File: src/rtl/progmem_arbiter.sv
// rtl/progmem_arbiter.sv - round-robin arbiter sharing one program memory among several cores
//
// Purpose: grants at most one core fetch per cycle to the single progmem port
// using a rotating priority pointer. Each read is returned to the core that
// issued it, exactly MEM_LAT enabled cycles later, through a shift register of
// one-hot tags.
//
// Ports:
//   clk, rst     single clock, synchronous active-high reset
//   en           global enable; 0 freezes the pointer and the tag pipeline
//   core_req     per-core fetch request, held by the core until granted
//   core_addr    per-core fetch address, core i at [i*ADDR_W +: ADDR_W]
//   core_gnt     one-hot grant for this cycle (combinational)
//   core_rvalid  one-hot owner of core_rdata for this cycle
//   core_rdata   progmem read data, broadcast to all cores
//   mem_en       progmem read strobe
//   mem_addr     progmem read address
//   mem_data     progmem read data, valid MEM_LAT cycles after mem_en

`ifndef INST_ADDR_W
`define INST_ADDR_W 16
`endif
`ifndef INST_W
`define INST_W 32
`endif

module progmem_arbiter #(
  parameter int NUM_CORES = 4,
  parameter int ADDR_W    = `INST_ADDR_W,
  parameter int DATA_W    = `INST_W,
  parameter int MEM_LAT   = 1
) (
  input  logic                        clk,
  input  logic                        rst,
  input  logic                        en,
  input  logic [NUM_CORES-1:0]        core_req,
  input  logic [NUM_CORES*ADDR_W-1:0] core_addr,
  output logic [NUM_CORES-1:0]        core_gnt,
  output logic [NUM_CORES-1:0]        core_rvalid,
  output logic [DATA_W-1:0]           core_rdata,
  output logic                        mem_en,
  output logic [ADDR_W-1:0]           mem_addr,
  input  logic [DATA_W-1:0]           mem_data
);

  localparam int PTR_W = (NUM_CORES > 1) ? $clog2(NUM_CORES) : 1;

  logic [PTR_W-1:0]                    ptr_q, ptr_d;
  logic [MEM_LAT-1:0][NUM_CORES-1:0]   tag_q, tag_d;

  logic             active;
  logic             found;
  logic [PTR_W-1:0] win;
  logic [PTR_W:0]   cand;
  logic [NUM_CORES-1:0] gnt_vec;

  // Rotating-priority scan: candidates are visited in order ptr, ptr+1, ...
  // wrapping modulo NUM_CORES; the first requester seen wins.
  always_comb begin
    found = 1'b0;
    win   = '0;
    cand  = '0;
    for (int k = 0; k < NUM_CORES; k++) begin
      cand = {1'b0, ptr_q} + (PTR_W+1)'(k);
      if (cand >= (PTR_W+1)'(NUM_CORES)) begin
        cand = cand - (PTR_W+1)'(NUM_CORES);
      end
      if (!found && core_req[cand[PTR_W-1:0]]) begin
        found = 1'b1;
        win   = cand[PTR_W-1:0];
      end
    end
  end

  always_comb begin
    active   = en && !rst;
    gnt_vec  = '0;
    mem_en   = 1'b0;
    mem_addr = '0;
    ptr_d    = ptr_q;
    if (active && found) begin
      gnt_vec[win] = 1'b1;
      mem_en       = 1'b1;
      mem_addr     = core_addr[win*ADDR_W +: ADDR_W];
      // Priority moves just past the winner so it becomes lowest next cycle.
      if (win == PTR_W'(NUM_CORES-1)) begin
        ptr_d = '0;
      end else begin
        ptr_d = win + 1'b1;
      end
    end
  end

  // The tag pipeline advances only with en, in lockstep with the progmem,
  // which is frozen by the same enable; a zero tag fills idle cycles.
  always_comb begin
    tag_d = tag_q;
    if (en) begin
      tag_d[0] = gnt_vec;
      for (int k = 1; k < MEM_LAT; k++) begin
        tag_d[k] = tag_q[k-1];
      end
    end
  end

  always_ff @(posedge clk) begin
    if (rst) begin
      ptr_q <= '0;
      tag_q <= '0;
    end else begin
      ptr_q <= ptr_d;
      tag_q <= tag_d;
    end
  end

  assign core_gnt    = gnt_vec;
  assign core_rvalid = active ? tag_q[MEM_LAT-1] : '0;
  assign core_rdata  = mem_data;

endmodule

File: config.mk
export PLATFORM = sky130hd
export DESIGN_NAME = progmem_arbiter
export DESIGN_NICKNAME = d
export VERILOG_FILES = /design/src/rtl/progmem_arbiter.sv
export SDC_FILE = /design/constraint.sdc
export NUM_CORES = 1
export LEC_CHECK = 0
export BUFFER_PORTS_ARGS = -buffer_cell sky130_fd_sc_hd__buf_2
export CAP_MARGIN = 20
export CORE_MARGIN = 2
export CORE_UTILIZATION = 33
export DETAILED_ROUTE_END_ITERATION = 10
export GPL_TIMING_DRIVEN = 1
export HOLD_SLACK_MARGIN = 0.06
export PLACE_DENSITY = 0.87
export SLEW_MARGIN = 10
export SYNTH_ARGS = -nofsm -noshare
export SYNTH_HDL_FRONTEND = slang
export SYNTH_SLANG_ARGS = --single-unit
File: constraint.sdc
create_clock -name clk -period 4.3 [get_ports clk]
set_input_delay 1.075 -clock clk [delete_from_list [all_inputs] [get_ports clk]]
set_output_delay 1.075 -clock clk [all_outputs]
set_load 0.01 [all_outputs]
==> impl_metrics.json, run 1 <==
{
  "outcome": "complete, no violations",
  "synth_ff_type": "dfxtp_1",
  "h-tree-depth": 1,
  "ios": 160,
  "synth_common_cells": "buf_4, mux2i_1, o22ai_1",
  "die_y_um": 62.7,
  "fillers": 362,
  "path_cells": "buf_2 -> inv_1 -> o22ai_1 -> a211oi_2 -> inv_1 -> nand2_2 -> o22ai_1 -> buf_2",
  "grt_busiest_layer": "met2",
  "ant_nets": 0,
  "worstSetupEndpointType": "output port",
  "grt_overflow": 0,
  "timing.final.ws_setup_ns": 0.684,
  "dp_slack_ns": 0.666,
  "hold_violations": 0,
  "root_buffer": "clkbuf_4",
  "finalMaxSlewViolations": 0,
  "holdWs_ns": 0.479,
  "period_needed_ns": 3.62,
  "hpwl_um": 2430,
  "p_leak_nw": 0.768,
  "grtUsageTotal_pct": 14.1,
  "start_util_pct": 34.4,
  "drive_gt1_share_pct": 53.3,
  "syn_to_final_growth_pct": 23.9,
  "clock_path_buffers": 2,
  "grt_setup_unrepaired": "false",
  "crit_required_ns": 3.22,
  "final_nets": 306,
  "hp-start": "tag_q[3]$_SDFFE_PP0P_",
  "critical-path-max-stage-delay_ns": 0.37,
  "yosysTopAreaCell": "mux2i_1",
  "synth_area_leaders": "mux2i_1, buf_4, dfxtp_1",
  "crit_type": "input port to output port",
  "netlist.area_leader.share_pct": 28.2,
  "post_cts_resized": 0,
  "synth_nets": 244,
  "worstPathArrival_ns": 2.54,
  "antenna_cells": 0,
  "crit_fanout": 17,
  "fp.dieW_um": 62.7,
  "grt_pass1_vias": 1077,
  "yosysUniqueCellTypes": 21,
  "relSlewSlack_pct": 69.0,
  "synth_warnings": 0,
  "grt.met2_usage_pct": 25.8,
  "grt_use_met1_pct": 15.5,
  "startpoint": "core_req[2]",
  "antenna_found_initial": 0,
  "hp-class": "flop to flop",
  "power_mw": 0.296,
  "cts_hold_repair.buffers": 0,
  "cts_buffers": 3,
  "final-instance-count-excl-fill": 243,
  "crit_path_top_delay_cell": "a211oi_2",
  "syn_avg_cell_area_um2": 8.30,
  "clkSinkCount": 6,
  "grt_first_pass_wirelength_um": 4540,
  "dp.cells": 240,
  "globalplace.congestion": 0.798,
  "coreArea_um2": 3310,
  "num_vias": 1131,
  "async_flop_share_pct": 0,
  "skew_ns": 0.00148,
  "placed_cell_area_um2": 1390,
  "syn_area_um2": 1140,
  "synth_most_common_cell": "buf_4",
  "rows": 21,
  "post_cts_buffers": 0,
  "fin_setup_tns_ns": 0,
  "cts_tree": "done",
  "avgRoutedWirePerCell_um": 11.7,
  "grt_max_degree": 33,
  "netlist_instances": 137,
  "finalWirelength_um": 2840,
  "vias_per_cell": 4.65,
  "setup_viol": 0,
  "die_area_um2": 3930,
  "dr.pass1.iters": 4,
  "insertion_delay_ns": 0.24,
  "clk_pin_slew_ns": 0.04,
  "r2r-start": "ptr_q[0]$_SDFFE_PP0P_",
  "tightestPinTransition_ns": 0.465,
  "drcViolationCount": 0,
  "dr.first_iter.drc_count": 47,
  "power_density_nw_per_um2": 210,
  "peakVddDrop_mv": 0.0845,
  "fin_crit_sh_pct": 84.1,
  "fmax_mhz": 277,
  "synth-seq-area-share_pct": 10.6,
  "final_area_um2": 1410,
  "max-cap-violations": 0,
  "worstSetupStartpointType": "input port",
  "finish.utilization_pct": 42.6,
  "synth-edff-count": 0,
  "portBuffers": 95,
  "use_met3_pct": 4.32,
  "synth_seq_cells": 6
}
==> layer usage <==
layer | vias up | share of wire (%)
li1 | 572 | -
met1 | 488 | 39
met2 | 71 | 51
met3 | 0 | 9.9
met4 | 0 | 0
met5 | - | 0
==> report_power, final <==
part | total, mW | switching (mW) | leakage, nW | internal, mW
Combinational | 0.181 | 0.0888 | 0.705 | 0.0920
Clock | 0.0507 | 0.0192 | 0.0138 | 0.0315
Sequential | 0.0646 | 0.00424 | 0.0490 | 0.0603
==> state kept, by name (all words and copies together), names as in the netlist <==
register / cells
tag_q: 4
ptr_q: 2
==> critical path, delay by kind of cell <==
kind | cells | cell delay (ns)
compound gates | 3 | 0.62
simple gates | 1 | 0.31
buf+inv | 4 | 0.53
==> layout make-up <==
| class | count | area (um2) | share of cell area, % |
|---|---|---|---|
| multi-input cells | 86 | 691 | 49.0 |
| repair buffers | 96 | 495 | 35.2 |
| well taps | 46 | 57.6 | 4.09 |
| inverters | 6 | 22.5 | 1.60 |
| clock buffers | 3 | 22.5 | 1.60 |
| flip-flops and latches | 6 | 120 | 8.53 |
==> cell usage in the layout (no fill, tap or decap), types with 2 or more instances in the layout <==
cell type,count
o22ai_1,17
nor2_1,5
a21oi_1,7
nand2_2,2
mux2i_1,32
nand2b_1,3
dfxtp_1,6
and2_1,8
buf_2,95
ha_1,4
inv_1,6
clkbuf_4,3
==> cell families after synthesis <==
logic type               Yosys count  synth area share [%]
buffers and inverters             45                  28.8
multiplexers                      32                  28.2
AO/OA/AOI/OAI                     30                  18.4
AND/OR/NAND/NOR                   20                  9.68
flip-flops                         6                  10.6
adder cells (fa/ha/maj)            4                  4.40
==> path summary, 6_finish.rpt <==
path / slack, ns / end / cells after the start
worst max register to register: 2.61 / tag_q[0]$_SDFFE_PP0P_ / 8
worst min-delay path: 0.48 / tag_q[3]$_SDFFE_PP0P_ / 2
worst max-delay path: 0.68 / mem_addr[13] / 8
worst min register to register: 0.48 / tag_q[3]$_SDFFE_PP0P_ / 2
Note: power is estimated with default switching activity, not from simulation.
==> run 2, diff against run 1 <==
--- a/config.mk
+++ b/config.mk
@@ -8,11 +8,11 @@
 export BUFFER_PORTS_ARGS = -buffer_cell sky130_fd_sc_hd__buf_2
 export CAP_MARGIN = 20
 export CORE_MARGIN = 2
-export CORE_UTILIZATION = 33
+export CORE_UTILIZATION = 31
 export DETAILED_ROUTE_END_ITERATION = 10
 export GPL_TIMING_DRIVEN = 1
 export HOLD_SLACK_MARGIN = 0.06
-export PLACE_DENSITY = 0.87
+export PLACE_DENSITY = 0.82
 export SLEW_MARGIN = 10
 export SYNTH_ARGS = -nofsm -noshare
 export SYNTH_HDL_FRONTEND = slang
==> constraint.sdc (replaced) <==
create_clock -name clk -period 3.54 [get_ports clk]
set_input_delay 0.885 -clock clk [delete_from_list [all_inputs] [get_ports clk]]
set_output_delay 0.885 -clock clk [all_outputs]
set_load 0.01 [all_outputs]
==> impl_metrics.json, run 2 (synthesized netlist as in run 1, its figures left out) <==
{
  "die_y_um": 64.6,
  "antenna_cells": 0,
  "max-cap-violations": 0,
  "grt_setup_unrepaired": "false",
  "reg2reg_slack_ns": 1.82,
  "num_vias": 1179,
  "ant_nets": 0,
  "worstPathArrival_ns": 2.37,
  "hp-class": "flop to flop",
  "largest_register_ff_count": 4,
  "fp.dieW_um": 64.6,
  "critical-path-max-stage-delay_ns": 0.34,
  "portBuffers": 95,
  "fin_setup_tns_ns": 0,
  "finalMaxSlewViolations": 0,
  "antenna_found_initial": 0,
  "crit_fanout": 20,
  "dp.cells": 244,
  "dr.first_iter.drc_count": 19,
  "finalWirelength_um": 2970,
  "post_cts_buffers": 0,
  "crit_buf_inv": 3,
  "drive_gt1_share_pct": 53.8,
  "drcViolationCount": 0,
  "timing.final.ws_setup_ns": 0.282,
  "crit_type": "input port to output port",
  "cts_buffers": 3,
  "coreArea_um2": 3610,
  "start_util_pct": 31.5,
  "outcome": "complete, no violations",
  "cts_tree": "done",
  "largestRegisters": "tag_q x4, ptr_q x2",
  "grt_overflow": 0,
  "p_leak_nw": 0.786,
  "grt_first_pass_wirelength_um": 4530,
  "final_cell_mix": "buf_2, mux2i_1, o22ai_1, and2_1, a21oi_1",
  "regArea_um2": 120,
  "grt.met2_usage_pct": 27.5,
  "hold_end": "tag_q[2]$_SDFFE_PP0P_",
  "hp-start": "tag_q[2]$_SDFFE_PP0P_",
  "peakVddDrop_mv": 0.0924,
  "ios": 160,
  "crit_required_ns": 2.65,
  "tightestPinTransition_ns": 0.356,
  "grt_pass1_vias": 1081,
  "syn_to_final_growth_pct": 27.1,
  "setup_viol": 0,
  "post_cts_resized": 0,
  "clkPwrFrac_pct": 25.0,
  "final-instance-count-excl-fill": 247,
  "multi_input_area_um2": 691,
  "clk_pin_slew_ns": 0.03,
  "worstSetupStartpointType": "input port",
  "p_sw_mw": 0.143,
  "grt_use_met1_pct": 14.0,
  "power_frac_comb_pct": 55.5,
  "grtUsageTotal_pct": 13.4,
  "relSlewSlack_pct": 76.2,
  "die_area_um2": 4170,
  "avgRoutedWirePerCell_um": 12.0,
  "hold_violations": 0,
  "power_density_nw_per_um2": 280,
  "seqPwrFrac_pct": 19.5,
  "cts_hold_repair.buffers": 0,
  "root_buffer": "clkbuf_8",
  "crit_path_top_delay_cell": "o22a_2",
  "rows": 22,
  "dr.pass1.iters": 4,
  "path_cells": "buf_2 -> a21o_1 -> a21oi_1 -> o22a_2 -> buf_12 -> mux2i_1 -> o22ai_1 -> buf_2",
  "use_met3_pct": 2.08,
  "cp_top_family": "compound AO/OA/AOI/OAI gates",
  "p_int_mw": 0.261,
  "fmax_mhz": 307,
  "worstSetupEndpointType": "output port",
  "rr_endpoint": "tag_q[1]$_SDFFE_PP0P_",
  "final_nets": 308,
  "h-tree-depth": 1,
  "p_sw_share_pct": 35.5,
  "final_common_cell": "buf_2",
  "largest-register": "tag_q",
  "grt_busiest_layer": "met2",
  "globalplace.congestion": 0.753,
  "insertion_delay_ns": 0.22,
  "path_common_cell": "buf_2",
  "clock_path_buffers": 2,
  "fin_crit_sh_pct": 92.0,
  "grt_max_degree": 21,
  "reg2regPathDepth": 8,
  "r2r-start": "ptr_q[1]$_SDFFE_PP0P_",
  "vias_per_cell": 4.77,
  "hpwl_um": 2570,
  "dp_slack_ns": 0.253,
  "worstHoldPathCells": 2,
  "clkSinkCount": 6,
  "period_needed_ns": 3.26,
  "skew_ns": 0.000714,
  "fillers": 390
}
run 2: cell count changes in the layout (fill, tap and decap cells not counted), sizes merged:
cell and delta:
buf +2
run 2: worst max-delay path by stage:
stage,startpoint,endpoint,depth (start not counted)
floorplan,rst,mem_addr[10],5
CTS,core_req[2],mem_addr[14],8
detailed placement,core_req[2],mem_addr[14],8
global placement,core_req[2],mem_addr[14],8
global route,core_req[2],mem_addr[14],8
finish,core_req[0],mem_addr[3],8
run 2: layout make-up:
cell class | instances | share of cell area (%)
well taps | 48 | 4.16
repair buffers | 98 | 35.3
multi-input cells | 86 | 47.8
flip-flops and latches | 6 | 8.31
clock buffers | 3 | 2.86
inverters | 6 | 1.56
run 2: power groups by stage:
| stage | combinational [mW] | clock [mW] | sequential [mW] |
|---|---|---|---|
| 2_1_floorplan | 0.190 | 0 | 0.0781 |
| 3_3_place_gp | 0.222 | 0 | 0.0794 |
| 3_5_place_dp | 0.227 | 0 | 0.0793 |
| 4_1_cts | 0.228 | 0.104 | 0.0786 |
| 5_1_grt | 0.247 | 0.111 | 0.0792 |
| 6_report | 0.224 | 0.101 | 0.0788 |
run 2: stage by stage:
stage          utilization [%]  total power, mW  hold slack, ns  cell area, um2
2_1_floorplan                -            0.268           0.448            1140
3_3_place_gp              38.9            0.302           0.461            1400
3_5_place_dp              38.9            0.307           0.473            1400
4_1_cts                   40.1            0.410           0.487            1450
5_1_grt                   40.1            0.437           0.511            1450
6_report                  40.1            0.404           0.480            1450
run 2: per-layer routing:
metal / part of all wire, % / wire (um)
met5: 0 / 0
met4: 0.24 / 7
met3: 8.7 / 260
met2: 55 / 1640
met1: 36 / 1070
run 2: worst min-delay path: stages (launching register included):
cell     delay (ns)
dfxtp_1        0.31
a21oi_1        0.06
nor2_1         0.07
